### src/rtl/uart_pkg.sv
// Shared UART definitions: data width and feeder FSM state encodings.
package uart_pkg;

  localparam int unsigned UART_DATA_W = 8;

  typedef enum logic [1:0] {
    FEED_IDLE = 2'd0,
    FEED_WAIT = 2'd1,
    FEED_GAP  = 2'd2
  } feed_state_e;

endpackage

### src/rtl/sync_fifo.sv
// Synchronous byte FIFO with registered flags and count.
// Ports:
//   i_clock, i_reset   clock and synchronous active-high reset
//   push, push_data    enqueue request; dropped (and overflow set) when full
//   pop                dequeue request; ignored when empty
//   head_c             combinational view of the entry at the read pointer
//   full, empty        registered flags for the post-edge state
//   count              registered number of stored entries (0..DEPTH)
//   overflow           sticky, set when a push is dropped; cleared by reset
module sync_fifo
  import uart_pkg::*;
#(
  parameter int unsigned DEPTH  = 16,
  parameter int unsigned ADDR_W = 4,
  parameter int unsigned DATA_W = UART_DATA_W
) (
  input  logic              i_clock,
  input  logic              i_reset,
  input  logic              push,
  input  logic [DATA_W-1:0] push_data,
  input  logic              pop,
  output logic [DATA_W-1:0] head_c,
  output logic              full,
  output logic              empty,
  output logic [ADDR_W:0]   count,
  output logic              overflow
);

  localparam int unsigned CNT_W = ADDR_W + 1;

  logic [DATA_W-1:0] mem [DEPTH];
  logic [ADDR_W-1:0] wr_ptr;
  logic [ADDR_W-1:0] rd_ptr;
  logic [CNT_W-1:0]  count_next;
  logic              push_ok;
  logic              pop_ok;

  // Full check uses the pre-edge flag, so a push is dropped even if a pop
  // frees a slot in the same cycle.
  assign push_ok = push && !full;
  assign pop_ok  = pop && !empty;
  assign head_c  = mem[rd_ptr];

  // Next occupancy.
  always_comb begin
    count_next = count;
    if (push_ok && !pop_ok) begin
      count_next = count + CNT_W'(1);
    end else if (!push_ok && pop_ok) begin
      count_next = count - CNT_W'(1);
    end
  end

  // Storage array, intentionally not reset.
  always_ff @(posedge i_clock) begin
    if (push_ok) begin
      mem[wr_ptr] <= push_data;
    end
  end

  // Pointers, count and flags; pointers wrap naturally at ADDR_W bits.
  always_ff @(posedge i_clock) begin
    if (i_reset) begin
      wr_ptr   <= '0;
      rd_ptr   <= '0;
      count    <= '0;
      full     <= 1'b0;
      empty    <= 1'b1;
      overflow <= 1'b0;
    end else begin
      if (push_ok) begin
        wr_ptr <= wr_ptr + ADDR_W'(1);
      end
      if (pop_ok) begin
        rd_ptr <= rd_ptr + ADDR_W'(1);
      end
      if (push && full) begin
        overflow <= 1'b1;
      end
      count <= count_next;
      full  <= (count_next == CNT_W'(DEPTH));
      empty <= (count_next == '0);
    end
  end

endmodule

### src/rtl/uart_tx_fifo_feeder.sv
// Byte FIFO plus issue FSM feeding a UART transmitter one frame at a time.
// Ports:
//   i_clock, i_reset        clock and synchronous active-high reset
//   i_wr_en, i_wr_data      producer push interface
//   o_full, o_empty         FIFO occupancy flags
//   o_count                 bytes stored (0..DEPTH)
//   o_overflow              sticky dropped-push indicator
//   o_TX_Start, o_TX_Byte   start pulse and byte to the transmitter
//   i_TX_Active, i_TX_Done  transmitter busy level and end-of-frame pulse
module uart_tx_fifo_feeder
  import uart_pkg::*;
#(
  parameter int unsigned DEPTH  = 16,
  parameter int unsigned ADDR_W = 4
) (
  input  logic                   i_clock,
  input  logic                   i_reset,
  input  logic                   i_wr_en,
  input  logic [UART_DATA_W-1:0] i_wr_data,
  output logic                   o_full,
  output logic                   o_empty,
  output logic [ADDR_W:0]        o_count,
  output logic                   o_overflow,
  output logic                   o_TX_Start,
  output logic [UART_DATA_W-1:0] o_TX_Byte,
  input  logic                   i_TX_Active,
  input  logic                   i_TX_Done
);

  feed_state_e            state;
  feed_state_e            state_next;
  logic                   pop_c;
  logic [UART_DATA_W-1:0] head_c;
  logic                   tx_start_next;
  logic [UART_DATA_W-1:0] tx_byte_next;

  sync_fifo #(
    .DEPTH  (DEPTH),
    .ADDR_W (ADDR_W),
    .DATA_W (UART_DATA_W)
  ) u_fifo (
    .i_clock   (i_clock),
    .i_reset   (i_reset),
    .push      (i_wr_en),
    .push_data (i_wr_data),
    .pop       (pop_c),
    .head_c    (head_c),
    .full      (o_full),
    .empty     (o_empty),
    .count     (o_count),
    .overflow  (o_overflow)
  );

  // State and transmitter-facing output registers.
  always_ff @(posedge i_clock) begin
    if (i_reset) begin
      state      <= FEED_IDLE;
      o_TX_Start <= 1'b0;
      o_TX_Byte  <= '0;
    end else begin
      state      <= state_next;
      o_TX_Start <= tx_start_next;
      o_TX_Byte  <= tx_byte_next;
    end
  end

  // Issue logic: one byte per frame, waiting for Done plus a one-cycle gap.
  // The Active guard covers a transmitter still busy after a feeder reset.
  always_comb begin
    state_next    = state;
    pop_c         = 1'b0;
    tx_start_next = 1'b0;
    tx_byte_next  = o_TX_Byte;
    case (state)
      FEED_IDLE: begin
        if (!o_empty && !i_TX_Active) begin
          pop_c         = 1'b1;
          tx_byte_next  = head_c;
          tx_start_next = 1'b1;
          state_next    = FEED_WAIT;
        end
      end
      FEED_WAIT: begin
        if (i_TX_Done) begin
          state_next = FEED_GAP;
        end
      end
      FEED_GAP: begin
        state_next = FEED_IDLE;
      end
      default: begin
        state_next = FEED_IDLE;
      end
    endcase
  end

endmodule

### config.mk
export PLATFORM = sky130hd
export DESIGN_NAME = uart_tx_fifo_feeder
export DESIGN_NICKNAME = d
export VERILOG_FILES = /design/src/rtl/uart_pkg.sv /design/src/rtl/sync_fifo.sv /design/src/rtl/uart_tx_fifo_feeder.sv
export SDC_FILE = /design/constraint.sdc
export NUM_CORES = 1
export LEC_CHECK = 0
export BUFFER_PORTS_ARGS = -buffer_cell sky130_fd_sc_hd__buf_2
export CORE_MARGIN = 2
export CORE_UTILIZATION = 50
export CTS_BUF_LIST = sky130_fd_sc_hd__clkbuf_2 sky130_fd_sc_hd__clkbuf_4 sky130_fd_sc_hd__clkbuf_8
export CTS_CLUSTER_DIAMETER = 60
export DETAILED_ROUTE_END_ITERATION = 7
export HOLD_SLACK_MARGIN = 0.02
export PLACE_DENSITY = 0.7
export SETUP_SLACK_MARGIN = 0.2
export SYNTH_ARGS = -nofsm -noshare
export SYNTH_HDL_FRONTEND = slang
export SYNTH_SLANG_ARGS = --single-unit
### constraint.sdc
create_clock -name i_clock -period 4.99 [get_ports i_clock]
set_input_delay 0.7485 -clock i_clock [delete_from_list [all_inputs] [get_ports i_clock]]
set_output_delay 0.7485 -clock i_clock [all_outputs]
set_load 0.02 [all_outputs]
==> metrics, run 1 <==
Synth top area share=0.631; min Tclk post-route=2.40 ns; H-tree levels=4; Clock Skew=0.0178 ns; FF+latch count, synth=155; Setup TNS=0 ns; area post-placement=6360 sq um; DRC violation count after routing=0; GRT Overall Usage=0.188; Vias/cell=~5.7; Starting DRT DRC Count=292; top cell type by total area after synthesis=edfxtp_1; Arr. time, crit path=roughly 2.7 ns; drt pass-1 iters=4; Syn Nets=371; Clock Latency Late Sink=around 0.44 ns; asr flop ratio synth=0; worst path required time=5.31 ns; largest net degree at the start of global routing=36; CTS tree=done; Post-Syn Instances=around 350; Hold/Removal Path Class=reg -> reg; Max-slew headroom=0.145; Worst Max-Slew Pin Slew=1.27 ns; total of max-cap violations=0; Final Hold Vio Count=0; Die X=114 um; final instance area=6730 sq um; clock tree sinks=155; Buffers on Ports=29; Starting Density=0.509; Synth top cells by count=edfxtp_1 (128), nor2_1 (34), mux4_2 (32); crit end category=register; unrepaired setup endpoints after global routing=false; Pwr per Cell Area=402 nW/um^2; fmax=417 MHz; setup bufs post-CTS=0; vias=approximately 3100; leak pwr=approximately 2.2 nW; CP Max Fanout=19; HPWL after detailed placement=7230 um; io pins=30; Setup CP Type=reg -> reg; gr ovfl total=0; vias in the first global route=roughly 3200; Post-Route WL=11300 um; crit start category=register; root buf cell=clkbuf_8; CP max stage delay=0.73 ns; share of cells above drive strength 1=0.271; die height=114 um; Ys Warns=0; status=completed; CTS Buf Count=17; top_reg_cell synth=edfxtp_1; Area contributors post-synth=edfxtp_1 (63%), mux4_2 (12%), dfxtp_1 (8.9%); Crit-path slowest cell=dfxtp_2; routability cong.=around 0.79; antenna violations before repair=0; clk buf depth=2; Slew Viols, Final=0; fin nets=402; CP delay by family, top=flip-flops; syn_area_per_cell=17.4 sq um; core area=12000 sq um; routed length per instance=20.9 um; global-route wire length before repair=17400 um; post-cts resize count=0; peak supply drop=between 200 and 250 uV; worst path buffer plus inverter count=1; hold-fix buffers at CTS=0; ANT cells=0; Syn-to-layout area delta=10.5%; Final setup viols=0; register area share after synthesis=0.720; Final Cycle Share=0.481; Mapped Area=6090 sq um; Cell Rows=40; Post-synth EDFFs=128; library cells used by synthesis=39; most used cell, CP=a21oi_1; die area=13100 sq um; CP cell instances=buf_4 -> mux4_2 -> a22oi_1 -> a21oi_1 -> a21oi_1 -> nor2_1; clock-pin slew on the worst setup and hold paths=~0.080 ns; most frequent cell after synthesis=edfxtp_1; post-route ant nets=0
==> cells by family (layout without fill, tap and decap cells) <==
kind of cell             after synthesis  after routing  synth area share
AND/OR/NAND/NOR                       77             77            0.0661
flip-flops                           155            155             0.720
XOR/XNOR                              10             10            0.0144
buffers and inverters                 26             70            0.0181
multiplexers                          32             32             0.118
adder cells (fa/ha/maj)                7              7            0.0144
AO/OA/AOI/OAI                         44             44            0.0491
==> registers in the layout, summed over array words and instances (netlist names) <==
signal           count
o_TX_Byte            8
o_TX_Start           1
state                2
u_fifo.count         5
u_fifo.empty         1
u_fifo.full          1
u_fifo.mem         128
u_fifo.overflow      1
u_fifo.rd_ptr        4
u_fifo.wr_ptr        4
==> stage by stage <==
stage          power [mW]  hold WS (ns)  std cells   util  worst slack (ns)
2_1_floorplan        1.77         0.482        351      -              2.54
5_1_grt              2.82         0.529        542  0.563              2.39
3_5_place_dp         1.87         0.474        510  0.531              2.21
3_3_place_gp         1.85         0.458        510  0.531              2.34
6_report             2.70         0.485        542  0.563              2.59
4_1_cts              2.73         0.493        542  0.563              2.53
==> cell usage in the layout (no fill, tap or decap), types with 2 or more instances in the layout <==
master and count:
clkbuf_4 3, nor2_1 34, clkbuf_8 19, clkinv_2 3, nand2b_1 4, nand3_1 2, inv_1 6, clkinvlp_4 4
nand4_1 3, buf_2 29, nor2b_1 4, mux4_2 32, buf_4 3, edfxtp_1 128, ha_1 7, and2_1 2
dfxtp_1 26, nor3_1 5, nand2_1 13, a22oi_1 16, xnor2_1 4, a21oi_1 20, xor2_1 6
==> final cells by class <==
cell class	instances	area [sq um]
tap	147	184
inverter	6	22.5
sequential	155	4390
fill	904	5230
clock buffer	22	284
clock inverter	10	92.6
multi-input combinational	170	1600
timing repair buffer	32	168
==> final timing paths <==
check                    endpoint  slack (ns)        startpoint  depth (start not counted)
hold / removal    u_fifo.overflow        0.48   u_fifo.overflow                          2
hold reg to reg   u_fifo.overflow        0.48   u_fifo.overflow                          2
setup / recovery     o_TX_Byte[2]        2.59  u_fifo.rd_ptr[0]                          6
setup reg to reg     o_TX_Byte[2]        2.59  u_fifo.rd_ptr[0]                          6
==> worst min-delay path: stages, from the launching register on <==
cell     delay (ns)
dfxtp_1        0.34
a21oi_1        0.05
nor2_1         0.07
==> metal layers <==
| metal | routed length, um | track usage | share of wire |
|---|---|---|---|
| met1 | 4920 | 0.251 | 0.43 |
| met2 | 5750 | 0.298 | 0.51 |
| met3 | 563 | 0.0566 | 0.050 |
| met4 | 102 | 0.0634 | 0.0090 |
| met5 | 0 | 0 | 0 |
==> power by group <==
| group | internal (mW) | total [mW] | switching (mW) |
|---|---|---|---|
| combinational | 0.152 | 0.342 | 0.189 |
| sequential | 1.44 | 1.49 | 0.0510 |
| clock | 0.436 | 0.870 | 0.434 |
(Power assumes the default switching activity.)
==> run 2, diff against run 1 <==
--- a/config.mk
+++ b/config.mk
@@ -12,7 +12,7 @@
 export CTS_CLUSTER_DIAMETER = 60
 export DETAILED_ROUTE_END_ITERATION = 7
 export HOLD_SLACK_MARGIN = 0.02
-export PLACE_DENSITY = 0.7
+export PLACE_DENSITY = 0.73
 export SETUP_SLACK_MARGIN = 0.2
 export SYNTH_ARGS = -nofsm -noshare
 export SYNTH_HDL_FRONTEND = slang
==> constraint.sdc (replaced) <==
create_clock -name i_clock -period 2.2 [get_ports i_clock]
set_input_delay 0.33 -clock i_clock [delete_from_list [all_inputs] [get_ports i_clock]]
set_output_delay 0.33 -clock i_clock [all_outputs]
set_load 0.02 [all_outputs]
==> run 2 against run 1 <==
Compared with the run above:
- critical path depth unchanged
- hold slack worse by 0.34 ns
- highest routed layer unchanged
- critical endpoint is now o_TX_Byte[1]
- routed wire length up 7.0%
- combinational power rose to 2.6 times the previous value
- critical path type unchanged
- sequential share of layout area down 2.2 points
==> metrics, run 2 (synthesized netlist as in run 1, its figures left out) <==
share of cells above drive strength 1=0.313 (+0.0416); Clock Skew=0.0105 ns (-0.00727 ns); unrepaired setup endpoints after global routing=false; global routing usage on met2=0.303 (+0.00434); most used cell, CP=a21oi_1; CP startpoint=u_fifo.rd_ptr[0]; leak pwr=2.35 nW (+6.8%); Slew Viols, Final=0 (unchanged); WHS Endpoint=u_fifo.overflow; Pwr per Cell Area=911 nW/um^2 (+130%); Syn-to-layout area delta=14.3%; clk buf depth=2 (unchanged); total of max-cap violations=0 (unchanged); CP max stage delay=0.53 ns (-0.20 ns); H-tree levels=4 (unchanged); fin worst setup slack=0.337 ns (-2.25 ns); die height=114 um (unchanged); Final setup viols=0 (unchanged); Hold/Removal Path Class=in -> reg; CTS tree=done; worst r2r src=u_fifo.rd_ptr[0]; routability cong.=0.822 (+3.9%); drt pass-1 iters=4 (unchanged); Multi-input gate area=1610 sq um (+0.63%); Largest Register=u_fifo.mem; fmax=537 MHz (+29%); gr ovfl total=0 (unchanged); Cell Rows=40 (unchanged); CTS Buf Count=17 (unchanged); peak supply drop=644 uV (+160%); Final Cycle Share=0.847 (+0.366); Overall Power=6.35 mW (+130%); crit end category=register; status=completed; most frequent cells in the layout=edfxtp_1 (128), nor2_1 (34), mux4_2 (32); pre-CTS setup slack=0.335 ns (-1.88 ns); post-cts resize count=0 (unchanged); Max-slew headroom=0.570 (+0.426); Clock Latency Late Sink=0.45 ns (about the same); CP Max Fanout=20 (+1); CP cell instances=buf_12 -> mux4_2 -> a22oi_1 -> a21oi_1 -> a21oi_1 -> nor2_1; GRT Overall Usage=0.202 (+0.0142); register area=4390 sq um (unchanged); die area=13100 sq um (unchanged); area post-placement=6560 sq um (+3.2%); GR peak layer=met2; met1 usage=0.288 (+0.0363); fillers=877 (-3.0%); Worst Max-Slew Pin Slew=0.643 ns (-0.630 ns); FF-to-FF End=o_TX_Byte[1]; post-route ant nets=0 (unchanged); worst path buffer plus inverter count=1 (unchanged); HPWL after detailed placement=7810 um (+8.1%); Starting DRT DRC Count=311 (+6.5%); vias=3235 (+3.9%); hold-fix buffers at CTS=0 (unchanged); Top Registers=u_fifo.mem x128, o_TX_Byte x8, u_fifo.count x5; routed length per instance=21.5 um (+3.0%); crit start category=register; final instance area=6960 sq um (+3.4%); setup bufs post-CTS=0 (unchanged); min Tclk post-route=1.86 ns (-0.536 ns); ANT cells=0 (unchanged); Starting Density=0.509 (unchanged); Setup CP Type=reg -> reg; core area=12000 sq um (unchanged); root buf cell=clkbuf_8; Final Hold Vio Count=0 (unchanged); Post-Route WL=12100 um (+7.0%); global-route wire length before repair=18600 um (+6.5%); Die X=114 um (unchanged); non-filler instance count after layout=563 (+3.9%); GR Layer Usage met3=0.0482 (-0.00847); largest net degree at the start of global routing=36 (unchanged); hold path depth=3 (+1); DRC violation count after routing=0 (unchanged); FF-to-FF setup slack=0.34 ns (-2.25 ns); Hold Slack=0.149 ns (-0.336 ns); io pins=30 (unchanged); Final Util=0.582 (+0.0192); hold_sp=i_wr_en; vias in the first global route=3182 (+0.79%); fin nets=423 (+5.2%); Arr. time, crit path=2.19 ns (-0.53 ns); clock-pin slew on the worst setup and hold paths=0.08 ns (about the same); Placed Instances=531 (+4.1%); Vias/cell=5.75 (about the same); most common cell after layout, fill and taps aside=edfxtp_1; max reg flops=128 (unchanged); worst path required time=2.53 ns (-2.78 ns); Crit-path slowest cell=mux4_2; Setup TNS=0 ns (unchanged); CP delay by family, top=compound AO/OA/AOI/OAI gates; Reg2Reg Depth=6 (unchanged); antenna violations before repair=0 (unchanged); clock tree sinks=155 (unchanged); Buffers on Ports=29 (unchanged)
## run 2: power by group
part	leakage (nW)	internal (mW)	switching [mW]	total (mW)
registers	1.38	3.27	0.0812	3.35
clock network	0.207	1.08	1.04	2.12
logic	0.767	0.392	0.484	0.876
## run 2: layout make-up
| type | instances | share of cell area |
|---|---|---|
| clock inverters | 12 | 0.0199 |
| inverters | 6 | 0.00323 |
| clock buffers | 20 | 0.0377 |
| flip-flops and latches | 155 | 0.630 |
| repair buffers | 53 | 0.0521 |
| multi-input cells | 170 | 0.231 |
| well taps | 147 | 0.0264 |
## run 2: metal layers
metal	part of all wire	vias to the layer above
li1	-	1475
met1	0.43	1613
met2	0.47	121
met3	0.068	26
met4	0.028	0
met5	0	-
## run 2: worst register-to-register path, cell delays in order (launching register included)
cell     delay (ns)
dfxtp_2        0.39
buf_12         0.22
mux4_2         0.53
a22oi_1        0.32
a21oi_1        0.12
a21oi_1        0.12
nor2_1         0.05
## run 2: worst max path at each step
stage                       endpoint  slack, ns  depth (start not counted)
finish                  o_TX_Byte[1]       0.34                          6
global route            o_TX_Byte[5]       0.20                          6
CTS                     o_TX_Byte[5]       0.31                          6
detailed placement      o_TX_Byte[5]       0.34                          6
global placement        o_TX_Byte[5]       0.30                          6
floorplan           u_fifo.mem[1][0]       0.14                          4
==> run 3, diff against run 2 <==
--- a/config.mk
+++ b/config.mk
@@ -12,7 +12,7 @@
 export CTS_CLUSTER_DIAMETER = 60
 export DETAILED_ROUTE_END_ITERATION = 7
 export HOLD_SLACK_MARGIN = 0.02
-export PLACE_DENSITY = 0.73
+export PLACE_DENSITY = 0.7
 export SETUP_SLACK_MARGIN = 0.2
 export SYNTH_ARGS = -nofsm -noshare
 export SYNTH_HDL_FRONTEND = slang
==> constraint.sdc (replaced) <==
create_clock -name i_clock -period 1.9 [get_ports i_clock]
set_input_delay 0.285 -clock i_clock [delete_from_list [all_inputs] [get_ports i_clock]]
set_output_delay 0.285 -clock i_clock [all_outputs]
set_load 0.02 [all_outputs]
==> run 3 against run 2 <==
Compared with the run above:
- combinational power rose by 47%
- sequential power rose by 16%
- critical path depth rose by 1
- hold slack got worse by 0.051 ns
- die area did not move
- global-route usage rose by 1.0 points
- maximum frequency rose by 1.8%
==> metrics, run 3 (synthesized netlist as in run 1, its figures left out) <==
drt pass-1 iters=5 (+1); peak supply drop=422 uV (-35%); register area=4390 sq um (+0.17%); status=completed; fillers=843 (-3.9%); pre-CTS setup slack=-0.0882 ns (-0.423 ns); fin nets=450 (+6.4%); Final Hold Vio Count=0 (unchanged); largest net degree at the start of global routing=36 (unchanged); clock tree sinks=155 (unchanged); Final setup viols=0 (unchanged); vias=3400 (+5.1%); fmax=546 MHz (+1.8%); global-route wire length before repair=19700 um (+5.8%); CP Max Fanout=5 (-75%); H-tree levels=4 (unchanged); area post-placement=6710 sq um (+2.2%); Pwr per Cell Area=1060 nW/um^2 (+16%); die area=13100 sq um (unchanged); global routing usage on met2=0.331 (+0.0288); ANT cells=0 (unchanged); Clock Skew=0.0122 ns (+0.00167 ns); Final Cycle Share=0.963 (+0.116); Hold/Removal Path Class=in -> reg; share of cells above drive strength 1=0.420 (+0.107); fin worst setup slack=0.0695 ns (-0.267 ns); Hold Slack=0.0985 ns (-0.0507 ns); worst path buffer plus inverter count=2 (+1); CTS tree=done; gr ovfl total=0 (unchanged); core area=12000 sq um (unchanged); CTS Buf Count=17 (unchanged); GR Layer Usage met3=0.0450 (-0.00318); CP cell instances=buf_6 -> buf_16 -> mux4_2 -> a22oi_2 -> a21oi_1 -> a21oi_1 -> nor2_1; Post-Route WL=12600 um (+4.2%); Syn-to-layout area delta=22.1%; met1 usage=0.295 (+0.00747); clk buf depth=2 (unchanged); total of max-cap violations=0 (unchanged); crit end category=register; Overall Power=7.88 mW (+24%); max reg flops=128 (unchanged); HPWL after detailed placement=8030 um (+2.7%); Starting Density=0.509 (unchanged); Setup CP Type=reg -> reg; antenna violations before repair=0 (unchanged); min Tclk post-route=1.83 ns (-0.0327 ns); Worst Max-Slew Pin Slew=0.585 ns (-0.0587 ns); Top Registers=u_fifo.mem x128, o_TX_Byte x8, u_fifo.count x5; final instance area=7440 sq um (+6.8%); Die X=114 um (unchanged); CP delay by family, top=multiplexers; unrepaired setup endpoints after global routing=true; crit start category=register; Clock Latency Late Sink=0.45 ns (about the same); Arr. time, crit path=2.15 ns (-0.04 ns); GR peak layer=met2; routability cong.=0.832 (+1.3%); Cell Rows=40 (unchanged); worst path required time=2.22 ns (-0.31 ns); Slew Viols, Final=0 (unchanged); Largest Register=u_fifo.mem; root buf cell=clkbuf_8; clock-pin slew on the worst setup and hold paths=0.08 ns (about the same); CP max stage delay=0.52 ns (about the same); Max-slew headroom=0.610 (+0.0400); DRC violation count after routing=0 (unchanged); GRT Overall Usage=0.213 (+0.0105); post-route ant nets=0 (unchanged); Starting DRT DRC Count=300 (-3.5%); routed length per instance=21.4 um (-0.55%); Crit-path slowest cell=mux4_2; Vias/cell=5.76 (+0.29%); leak pwr=2.53 nW (+7.8%); most used cell, CP=a21oi_1; vias in the first global route=3395 (+6.7%); io pins=30 (unchanged); Buffers on Ports=29 (unchanged); Multi-input gate area=1780 sq um (+10%); most frequent cells in the layout=edfxtp_1 (128), buf_4 (44), mux4_2 (32); die height=114 um (unchanged); most common cell after layout, fill and taps aside=edfxtp_1
==> run 3: report_power, final <==
part | switching, mW | total, mW | internal, mW | leakage [nW]
Clock | 1.12 | 2.71 | 1.59 | 0.235
Combinational | 0.656 | 1.29 | 0.630 | 0.922
Sequential | 0.0945 | 3.88 | 3.79 | 1.38
==> run 3: layout make-up <==
class,instances,area share
multi-input cells,170,0.239
flip-flops and latches,155,0.590
well taps,147,0.0247
clock buffers,24,0.0410
inverters,6,0.00303
repair buffers,80,0.0829
clock inverters,8,0.0193
==> run 3: metrics by stage <==
step | std cells | util | TNS [ns]
6_report | 590 | 0.622 | 0
4_1_cts | 588 | 0.615 | 0
5_1_grt | 590 | 0.622 | 0
3_3_place_gp | 542 | 0.561 | -0.0711
3_5_place_dp | 542 | 0.561 | -0.0882
2_1_floorplan | 351 | - | 0
==> run 3: metal layers <==
| layer | part of all wire | vias to the layer above |
|---|---|---|
| met1 | 0.42 | 1731 |
| met4 | 0.021 | 0 |
| met3 | 0.059 | 22 |
| met5 | 0 | - |
| met2 | 0.50 | 112 |
| li1 | - | 1535 |
==> run 3: tightest hold or removal path: cells and delay by family <==
kind | cells | cell delay, ns
and+or+nand+nor | 1 | 0.07
buffers and inverters | 1 | 0.10
AOI/OAI and AO/OA | 1 | 0.06
==> run 3: final timing paths <==
check                    from         endpoint  slack, ns  cells past startpoint
max          u_fifo.rd_ptr[0]     o_TX_Byte[5]       0.07                      7
min                   i_wr_en  u_fifo.overflow        0.1                      3
max reg2reg  u_fifo.rd_ptr[0]     o_TX_Byte[5]       0.07                      7
min reg2reg   u_fifo.overflow  u_fifo.overflow       0.47                      2
==> run 3: what timing repair did <==
item / CTS / global route
hold endpoints to repair: 0 / 0
gates resized for setup: 15 / 15
setup buffers: 12 / 2
gates cloned: 2 / 0
hold buffers: 0 / 0
setup endpoints to repair: 12 / 24
pin swaps: 9 / 7
